[config.mk]
export PLATFORM = sky130hd
export DESIGN_NAME = led_frame_buffer
export DESIGN_NICKNAME = d
export VERILOG_FILES = /design/src/rtl/led_pkg.sv /design/src/rtl/led_bank_ram.sv /design/src/rtl/led_frame_buffer.sv
export SDC_FILE = /design/constraint.sdc
export NUM_CORES = 1
export LEC_CHECK = 0
export ABC_CLOCK_PERIOD_IN_PS = 5100
export CAP_MARGIN = 10
export CORE_ASPECT_RATIO = 1.1
export CORE_MARGIN = 5
export CORE_UTILIZATION = 34
export CTS_BUF_LIST = sky130_fd_sc_hd__clkbuf_2 sky130_fd_sc_hd__clkbuf_4 sky130_fd_sc_hd__clkbuf_8
export CTS_CLUSTER_SIZE = 16
export DETAILED_ROUTE_END_ITERATION = 10
export GPL_TIMING_DRIVEN = 0
export PLACE_DENSITY = 0.57
export SYNTH_ARGS = -nofsm -noshare
export SYNTH_HDL_FRONTEND = slang
export SYNTH_SLANG_ARGS = --single-unit
[constraint.sdc]
create_clock -name clk_in -period 5.1 [get_ports clk_in]
set_input_delay 0.51 -clock clk_in [delete_from_list [all_inputs] [get_ports clk_in]]
set_output_delay 0.51 -clock clk_in [all_outputs]
set_load 0.1 [all_outputs]
[src/rtl/led_pkg.sv]
// Shared types for the LED frame buffer: GRB colour struct, FSM state and index-width helper.
package led_pkg;

  localparam int LED_COLOR_W = 8;

  // Field order matches the wire order of the strand: green, then red, then blue
  typedef struct packed {
    logic [LED_COLOR_W-1:0] green;
    logic [LED_COLOR_W-1:0] red;
    logic [LED_COLOR_W-1:0] blue;
  } rgb_t;

  typedef enum logic {
    CLEAR = 1'b0,
    RUN   = 1'b1
  } fb_state_t;

  function automatic int idx_width(input int n);
    return (n > 1) ? $clog2(n) : 1;
  endfunction

endpackage

[src/rtl/led_bank_ram.sv]
// One colour bank: NUM_LEDS-deep memory, one synchronous write port, one registered read port.
module led_bank_ram #(
  parameter int DEPTH = 2,
  parameter int AW    = 1,
  parameter int DW    = 24
) (
  input  logic          clk_in,
  input  logic          i_we,
  input  logic [AW-1:0] i_waddr,
  input  logic [DW-1:0] i_wdata,
  input  logic          i_re,
  input  logic [AW-1:0] i_raddr,
  output logic [DW-1:0] o_rdata
);

  logic [DW-1:0] r_mem [DEPTH];
  logic [DW-1:0] r_rdata;

  always_ff @(posedge clk_in) begin
    if (i_we) r_mem[i_waddr] <= i_wdata;
    if (i_re) r_rdata <= r_mem[i_raddr];
  end

  assign o_rdata = r_rdata;

endmodule

[src/rtl/led_frame_buffer.sv]
// Double-buffered per-LED colour store feeding led_driver; banks swap only at the end of a frame.
module led_frame_buffer
  import led_pkg::*;
#(
  parameter  int NUM_LEDS    = 2,
  parameter  int COLOR_WIDTH = 8,
  localparam int IDX_W       = idx_width(NUM_LEDS)
) (
  input  logic                   clk_in,
  input  logic                   rst_in,
  input  logic                   wr_valid,
  input  logic [IDX_W-1:0]       wr_addr,
  input  logic [COLOR_WIDTH-1:0] wr_green,
  input  logic [COLOR_WIDTH-1:0] wr_red,
  input  logic [COLOR_WIDTH-1:0] wr_blue,
  input  logic                   commit_in,
  input  logic [IDX_W-1:0]       next_led_request,
  input  logic                   request_valid,
  output logic [COLOR_WIDTH-1:0] green_out,
  output logic [COLOR_WIDTH-1:0] red_out,
  output logic [COLOR_WIDTH-1:0] blue_out,
  output logic                   color_valid,
  output logic                   ready_out,
  output logic                   swap_done
);

  localparam int               DW       = 3 * COLOR_WIDTH;
  localparam logic [IDX_W:0]   NUM_W    = (IDX_W+1)'(NUM_LEDS);
  localparam logic [IDX_W-1:0] LAST_IDX = IDX_W'(NUM_LEDS - 1);

  fb_state_t        r_state;
  fb_state_t        w_state_next;
  logic [IDX_W-1:0] r_clr_idx;
  logic             r_front_sel;
  logic             r_swap_pending;
  logic             r_color_valid;
  logic             r_swap_done;
  logic             r_resp_zero;
  logic             r_resp_bank;

  logic             w_in_run;
  logic             w_clearing;
  logic             w_wr_in_range;
  logic             w_req_in_range;
  logic             w_swap;
  logic [DW-1:0]    w_wr_word;
  logic [DW-1:0]    w_sel_word;

  logic             w_we    [2];
  logic             w_re    [2];
  logic [IDX_W-1:0] w_waddr [2];
  logic [DW-1:0]    w_wdata [2];
  logic [DW-1:0]    w_rdata [2];

  // FSM: state register
  always_ff @(posedge clk_in) begin
    if (rst_in) begin
      r_state   <= CLEAR;
      r_clr_idx <= '0;
    end else begin
      r_state <= w_state_next;
      if (r_state == CLEAR) r_clr_idx <= r_clr_idx + IDX_W'(1);
    end
  end

  // FSM: next state
  always_comb begin
    w_state_next = r_state;
    case (r_state)
      CLEAR:   if (r_clr_idx == LAST_IDX) w_state_next = RUN;
      RUN:     w_state_next = RUN;
      default: w_state_next = CLEAR;
    endcase
  end

  // FSM: outputs
  always_comb begin
    w_in_run   = (r_state == RUN);
    w_clearing = (r_state == CLEAR);
    ready_out  = (r_state == RUN);
  end

  assign w_wr_in_range  = ({1'b0, wr_addr} < NUM_W);
  assign w_req_in_range = ({1'b0, next_led_request} < NUM_W);
  assign w_swap         = w_in_run && request_valid && r_swap_pending &&
                          (next_led_request == LAST_IDX);
  assign w_wr_word      = {wr_green, wr_red, wr_blue};

  always_ff @(posedge clk_in) begin
    if (rst_in) begin
      r_front_sel    <= 1'b0;
      r_swap_pending <= 1'b0;
      r_color_valid  <= 1'b0;
      r_swap_done    <= 1'b0;
      r_resp_zero    <= 1'b1;
      r_resp_bank    <= 1'b0;
    end else begin
      r_color_valid  <= request_valid;
      r_swap_done    <= w_swap;
      // A commit landing on the swap cycle re-arms for the following frame
      r_swap_pending <= commit_in || (r_swap_pending && !w_swap);
      if (w_swap) r_front_sel <= !r_front_sel;
      if (request_valid) begin
        r_resp_zero <= !(w_in_run && w_req_in_range);
        r_resp_bank <= r_front_sel;
      end
    end
  end

  // Clearing writes both banks; in RUN only the back bank is written and only the front is read
  for (genvar gi = 0; gi < 2; gi++) begin : g_bank
    assign w_we[gi]    = w_clearing ||
                         (w_in_run && wr_valid && w_wr_in_range && (r_front_sel != 1'(gi)));
    assign w_waddr[gi] = w_clearing ? r_clr_idx : wr_addr;
    assign w_wdata[gi] = w_clearing ? '0 : w_wr_word;
    assign w_re[gi]    = request_valid && w_in_run && w_req_in_range &&
                         (r_front_sel == 1'(gi));

    led_bank_ram #(
      .DEPTH(NUM_LEDS),
      .AW   (IDX_W),
      .DW   (DW)
    ) u_bank (
      .clk_in (clk_in),
      .i_we   (w_we[gi]),
      .i_waddr(w_waddr[gi]),
      .i_wdata(w_wdata[gi]),
      .i_re   (w_re[gi]),
      .i_raddr(next_led_request),
      .o_rdata(w_rdata[gi])
    );
  end

  assign w_sel_word = r_resp_bank ? w_rdata[1] : w_rdata[0];
  assign {green_out, red_out, blue_out} = r_resp_zero ? '0 : w_sel_word;
  assign color_valid = r_color_valid;
  assign swap_done   = r_swap_done;

endmodule

; Yosys cells after proc, flatten, opt, wreduce, memory -nomap -nowiden
; Memory sizes are Yosys's and may differ from the RTL's. A register that Yosys moved wholly into a read port is not among the register bits.
; Index checks and enable logic that the tools add are counted.
[totals]
n_memories = 2
output_inout_bits = 27
ram_bits = 96
word_cells = 38
register_bits = 8
[op_classes]
bitwise = 2
n_reduce_logical = 15
muxes = 10
add_sub_neg = 1
[memory_table]
columns = name, words, word_bits, rd, rd_clocked_by_memory_dff, write_ports, line_no
row1 = g_bank[0].u_bank.r_mem, 2, 24, 1, 1, 1, led_bank_ram.sv:16  ; logic [DW-1:0] r_mem [DEPTH];
row2 = g_bank[1].u_bank.r_mem, 2, 24, 1, 1, 1, led_bank_ram.sv:16
[op_table]
columns = cell, n
row1 = $mux W24, 3
row2 = $logic_and A1 B1 Y1, 9
row3 = $mux W1, 6
row4 = $logic_not A1 Y1, 3
row5 = $logic_or A1 B1 Y1, 3
row6 = $not A1 Y1, 2
row7 = $pmux W1 S2, 1
row8 = $add A1 B1 Y1 const B, 1

; Logic depth before layout (Yosys ltp)
; Gate-level depths: netlist of run 1.
[depth]
depth_word = 6
ltp_mapped = 4
ltp_nobuf = 2

; By module
; A second synthesis of run 1 with hierarchy kept.
[hier_totals]
hier_cells = 320
area_unflattened_um2 = 6030.8
[modules_own_cells]
columns = module, area_per_inst_um2, instances, cells_each, seq_area_each_um2
row1 = led_bank_ram, 2571.2, 2, 101, 2162.1
row2 = led_frame_buffer, 888.4, 1, 118, 160.2

; Least setup slack after synthesis of run 1
; No wires, ideal clock.
[synth_timing]
kind = reg-to-reg
start = reg r_state (netlist: ready_out)
end = mem g_bank[1].u_bank.r_mem[0][0] (enable)
path_buffers = 0
path_stages_with_launch = 3
setup_ns = 0.444
path_slack_ns = 1.541
required_time_ns = 4.656
period_less_slack_ns = 3.559
arrival_time_ns = 3.115
path_cell_list = dfxtp_1 nand2_1 o32ai_1
[synth_via]
elab_chain_len = 5
word_cells_on_any_way = 7
[synth_rtl]
columns = item, line_no
row1 = "start, declared", led_frame_buffer.sv:31  ; fb_state_t r_state;
row2 = "start signal, assigned", led_frame_buffer.sv:61  ; r_state <= w_state_next;
row3 = $logic_and A1 B1 Y1 (2 in series), led_frame_buffer.sv:113  ; (w_in_run && wr_valid && w_wr_in_range && (r_front_sel != 1'(gi)));
row4 = $logic_or A1 B1 Y1, led_frame_buffer.sv:112  ; assign w_we[gi] = w_clearing ||
row5 = $mux W1, led_bank_ram.sv:20  ; if (i_we) r_mem[i_waddr] <= i_wdata;
row6 = $mux W1 (implied by the code), led_bank_ram.sv:20
row7 = "end, declared", led_bank_ram.sv:16
; Parallel ways exist; a longest one is shown, timed or not.

; Worst setup path after layout of run 1
[layout_timing]
start = reg r_resp_zero
end = out green_out[5]
[layout_via]
elab_chain_len = 1
[layout_rtl]
columns = item, line_no
row1 = "start, declared", led_frame_buffer.sv:38  ; logic r_resp_zero;
row2 = "start signal, assigned", led_frame_buffer.sv:104  ; r_resp_zero <= !(w_in_run && w_req_in_range);
row3 = $mux W24, led_frame_buffer.sv:135  ; assign {green_out, red_out, blue_out} = r_resp_zero ? '0 : w_sel_word;
row4 = "end, declared", led_frame_buffer.sv:19  ; output logic [COLOR_WIDTH-1:0] green_out,
; No other way between the ends.

==> results_dict.tcl, run 1 <==
set metrics [dict create \
    final_net_count 427 \
    post-route-min-period_ps 3197 \
    cts_tree "done" \
    gp_congestion 0.6979 \
    rsz0062_at_grt "no" \
    power.density_mw_per_mm2 412.7 \
    worstSetupStartpoint "r_resp_zero" \
    dr.first_iter.drc_count 129 \
    skew_ps 8.161 \
    holdBufCountCts 0 \
    finalWirelength_um 10870 \
    drive_gt1_share_pct 23.53 \
    p_sw_mw 0.7233 \
    swShare_pct 24.45 \
    die-area_sq_mm 0.01981 \
    start_util_pct 34.41 \
    clockBufferDepth 2 \
    p_int_mw 2.235 \
    syn_nets 346 \
    drc 0 \
    setup_viol 0 \
    cp_data_required_time_ps 4590 \
    cts_resized 0 \
    critPathArrivalTime_ps 2690 \
    p_seq_share_pct 56.7 \
    ys_seq_elements 152 \
    final_cell_mix "144 x edfxtp_1, 56 x clkdlybuf4s50_1, 39 x mux2_2, 30 x nor2_1, 25 x mux2i_1" \
    placed_cell_area_sq_mm 0.006813 \
    rr_worst_depth 3 \
    syn_area_per_cell_sq_um 18.45 \
    insertion_delay_ps 430 \
    crit_type "reg -> out" \
    hold_viol_final 0 \
    cts_sinks 152 \
    fin_util_pct 42.43 \
    slew_headroom_pct 34.33 \
    port_buffers 56 \
    multi_input_area_sq_mm 0.001289 \
    first_pass_iters 4 \
    maxCapViolCount 0 \
    die_x_um 134.7 \
    hold_path_depth 2 \
    postSynthCellCount 315 \
    rrSetupSlack_ps 3040 \
    postRouteAntennaNets 0 \
    rr_endpoint "g_bank[1].u_bank.r_mem[1][7]" \
    layout_commonest_cell "edfxtp_1" \
    setup_tns_ps 0 \
    min_from "rst_in" \
    vdd_ir_drop_max_uv 214.7 \
    fillers 1522 \
    yosysUniqueCellTypes 29 \
    die_h_um 147.1 \
    num_rows 50 \
    ios 58 \
    dp_hpwl_um 7186 \
    total_leakage_power_nw 2.445 \
    seq_area_sq_mm 0.004484 \
    p_total_mw 2.958 \
    grt_usage_pct 11.65 \
    via_count 2791 \
    synth_warnings 0 \
    stdcell_area_sq_mm 0.007167 \
    pwr-share-comb_pct 15.5 \
    n_antenna_cell 0 \
    grt_pass1_vias 3056 \
    fin_crit_sh_pct 62.69 \
    status "finished, final reports clean" \
    netlist_area_sq_mm 0.005812 \
    via_per_inst 4.531 \
    htree_levels 4 \
    hp-class "in -> reg" \
    clk_pin_slew_ps 70 \
    max_freq_ghz 0.3128 \
    grt_max_degree 25 \
    critPathLaunchType "flip-flop" \
    root_buffer "clkbuf_8" \
    syn_to_final_growth_pct 23.32 \
    grt_pass1_wl_um 16790 \
    ys_seq_area_share_pct 77.16 \
    hold_path_end "r_resp_bank" \
    worstMarginPinSlew_ps 982.0 \
    critPathMaxFanout 10 \
    whs_ps 487.6 \
    wl_per_cell_um 17.64 \
    grt_overflow 0 \
    clkPwrFrac_pct 27.9 \
    core_area_sq_mm 0.01689 \
    regToRegStartpoint "ready_out" \
    post_cts_buffers 0 \
    end_kind "output pin" \
    antenna_found_initial 0 \
    cts_made_buffers 17 \
    slew_violations 0 \
]
[how the worst max path moves through the flow]
stage               slack [ps]                       endpoint  cells after the start
floorplan                 1540   g_bank[1].u_bank.r_mem[0][0]                      2
global placement           -10  g_bank[1].u_bank.r_mem[0][12]                      3
detailed placement        2240                   green_out[6]                      4
CTS                       1760                   green_out[6]                      4
global route              1750                   green_out[0]                      4
finish                    1900                   green_out[5]                      4
[power groups by stage]
| stage | combinational (mW) | clock, mW | sequential (mW) |
|---|---|---|---|
| CTS | 0.470 | 0.842 | 1.68 |
| detailed placement | 0.469 | 0 | 1.71 |
| global placement | 0.407 | 0 | 1.71 |
| floorplan | 0.270 | 0 | 1.71 |
| global route | 0.494 | 0.906 | 1.70 |
| finish | 0.458 | 0.824 | 1.68 |
[synthesized netlist by cell type]
cell,instances,area (sq um)
and2_1,24,150.1
dfxtp_1,8,160.2
edfxtp_1,144,4324
o21ai_0,1,5.000
mux2_2,39,439.2
clkbuf_1,5,18.77
a21o_1,1,7.510
nand2b_1,1,6.260
mux2i_1,25,250.2
nor2b_1,3,18.77
or2_2,1,6.260
buf_8,1,15.01
o31ai_1,1,7.510
nand3_1,1,5.000
and3_1,1,6.260
mux2_4,10,150.1
nand2_1,2,7.510
buf_4,6,45.04
inv_1,1,3.750
buf_2,1,5.000
buf_6,1,11.26
nor2_1,31,116.4
o22ai_1,1,6.260
xor2_1,1,8.760
and4b_1,1,10.01
clkbuf_2,1,5.000
nor3_1,1,5.000
o32ai_1,1,8.760
and4_1,1,8.760
[critical path: stages, from the launching register on]
cell and delay (ps):
dfxtp_1 310, clkbuf_1 300, clkbuf_1 480, nor2_1 160, clkdlybuf4s50_1 1000
[cell families (layout without fill, tap and decap cells)]
logic type / count (synthesis) / after routing / share of synthesized area (%)
simple gates: 67 / 67 / 5.856
flops: 152 / 152 / 77.16
buf+inv: 16 / 109 / 1.787
mux: 74 / 74 / 14.45
xor+xnor: 1 / 1 / 0.1507
compound gates: 5 / 5 / 0.6029
[stage by stage]
stage                     worst slack, ps  instances
after floorplan                      1541        315
after global placement             -10.72        579
after detailed placement             2239        585
after CTS                            1759        616
after global routing                 1753        616
final                                1903        616
[layer usage]
metal,GRT usage (%),up-vias,part of all wire [%]
met5,0,-,0
met4,3.513,0,0.91
met3,3.699,7,3.9
met2,20.85,50,54
met1,13.22,1391,42
li1,-,1343,-
[final cells by class]
| class | instances | area share, % |
|---|---|---|
| well taps | 208 | 3.631 |
| clock inverters | 13 | 1.571 |
| clock buffers | 18 | 3.369 |
| inverters | 1 | 0.05237 |
| flip-flops and latches | 152 | 62.57 |
| multi-input cells | 147 | 17.98 |
| repair buffers | 62 | 9.427 |
| plain buffers | 15 | 1.397 |
[sequential cells by signal, indices dropped and copies added, names as in the netlist]
| name | flops |
|---|---|
| color_valid | 1 |
| g_bank.u_bank.o_rdata | 48 |
| g_bank.u_bank.r_mem | 96 |
| r_clr_idx | 1 |
| r_front_sel | 1 |
| r_resp_bank | 1 |
| r_resp_zero | 1 |
| r_swap_pending | 1 |
| ready_out | 1 |
| swap_done | 1 |
(Power assumes the default switching activity.)
==> run 2: changes to the inputs <==
ABC_CLOCK_PERIOD_IN_PS = 3050   (was 5100)
clock period = 3.05 ns   (was 5.1 ns; I/O delays follow)
==> results_dict.tcl, run 2 (synthesized netlist as in run 1, its figures left out) <==
set metrics [dict create \
    antenna_found_initial 0 \
    vdd_ir_drop_max_uv 270.9 \
    setup_slack_ps 167.2 \
    hp-class "in -> reg" \
    whs_ps 229.3 \
    final_cells 616 \
    max_freq_ghz 0.3469 \
    slew_violations 0 \
    dr.first_iter.drc_count 193 \
    hold_viol_final 0 \
    largest_reg_flops 96 \
    end_kind "output pin" \
    status "finished, final reports clean" \
    critPathMaxFanout 10 \
    cts_sinks 152 \
    rsz0062_at_grt "no" \
    grt_pass1_wl_um 17170 \
    critPathArrivalTime_ps 2580 \
    clockBufferDepth 2 \
    setup_viol 0 \
    post_cts_buffers 0 \
    grt_overflow 0 \
    dp_hpwl_um 7051 \
    power.density_mw_per_mm2 698.0 \
    fin_crit_sh_pct 94.52 \
    dpl.cell_count 584 \
    maxCapViolCount 0 \
    finalWirelength_um 11000 \
    num_rows 50 \
    post-route-min-period_ps 2883 \
    n_antenna_cell 0 \
    grt_max_degree 25 \
    dp_slack_ps 394.2 \
    skew_ps 10.52 \
    insertion_delay_ps 440 \
    critPathLaunchType "flip-flop" \
    core_area_sq_mm 0.01689 \
    port_buffers 56 \
    syn_to_final_growth_pct 23.98 \
    via_per_inst 4.588 \
    cts_made_buffers 17 \
    layout_commonest_cell "edfxtp_1" \
    postRouteAntennaNets 0 \
    die-area_sq_mm 0.01981 \
    total_leakage_power_nw 2.548 \
    final_cell_mix "144 x edfxtp_1, 46 x clkdlybuf4s50_1, 39 x mux2_2, 30 x nor2_1, 25 x mux2i_1" \
    gp_congestion 0.6800 \
    rrSetupSlack_ps 940 \
    via_count 2826 \
    grt_pass1_vias 3127 \
    cp_data_required_time_ps 2740 \
    ios 58 \
    worstMarginPinSlew_ps 977.5 \
    crit_type "reg -> out" \
    holdBufCountCts 0 \
    clk_pin_slew_ps 80 \
    die_h_um 147.1 \
    slew_headroom_pct 34.63 \
    drive_gt1_share_pct 24.26 \
    top_register "g_bank.u_bank.r_mem" \
    start_util_pct 34.41 \
    root_buffer "clkbuf_8" \
    htree_levels 4 \
    drc 0 \
    first_pass_iters 4 \
    p_total_mw 5.030 \
    cts_tree "done" \
    wl_per_cell_um 17.85 \
    setup_tns_ps 0 \
    die_x_um 134.7 \
    final_net_count 426 \
    grt_usage_pct 11.71 \
]
## run 2: cell types whose count changed in the layout (fill, tap and decap cells not counted), sizes merged, moves of 3 or more
| cell | before | now |
|---|---|---|
| clkinv | 9 | 6 |
| clkdlybuf4s50 | 56 | 46 |
| dlymetal6s2s | 0 | 4 |
| dlygate4sd2 | 0 | 6 |
| clkinvlp | 2 | 5 |
## run 2: final cells by class
type,count,area (sq um)
inverters,1,3.754
multi-input cells,147,1289
repair buffers,61,688.2
clock buffers,19,249.0
clock inverters,13,131.4
plain buffers,15,100.1
well taps,208,260.3
flip-flops and latches,152,4484
fillers,1516,9686
## run 2: routing by layer
| layer | up-vias | part of all wire, % | GRT usage, % |
|---|---|---|---|
| met4 | 0 | 0.93 | 3.360 |
| met5 | - | 0 | 0 |
| met2 | 53 | 53 | 20.35 |
| met3 | 12 | 3.6 | 3.733 |
| met1 | 1416 | 43 | 13.91 |
| li1 | 1345 | - | - |
## run 2: repair_timing
| action | CTS | global route |
|---|---|---|
| endpoints found under the hold margin | 0 | 0 |
| setup endpoints to repair | 6 | 4 |
| gates resized for setup | 6 | 4 |
## run 2: final timing paths
check,from,end,cells after the start
hold reg to reg,r_swap_pending,r_swap_pending,2
setup reg to reg,ready_out,g_bank[1].u_bank.r_mem[1][15],3
setup / recovery,r_resp_bank,blue_out[6],5
hold / removal,rst_in,ready_out,2
## run 2: where the power goes
| part | internal [mW] | switching, mW |
|---|---|---|
| logic | 0.315 | 0.466 |
| registers | 2.72 | 0.0816 |
| clock network | 0.735 | 0.710 |
## run 2: stage by stage
step           cell area, sq um  utilization, %
6_report                   7206           42.66
3_5_place_dp               6823           40.39
2_1_floorplan              5824               -
5_1_grt                    7206           42.66
3_3_place_gp               6645           39.34
4_1_cts                    7196           42.60
## run 2: critical path, stage by stage, from the launching register on
cell and delay [ps]:
dfxtp_1 310, buf_4 170, buf_4 260, mux2i_1 120, nor2_1 140, clkdlybuf4s50_1 1150
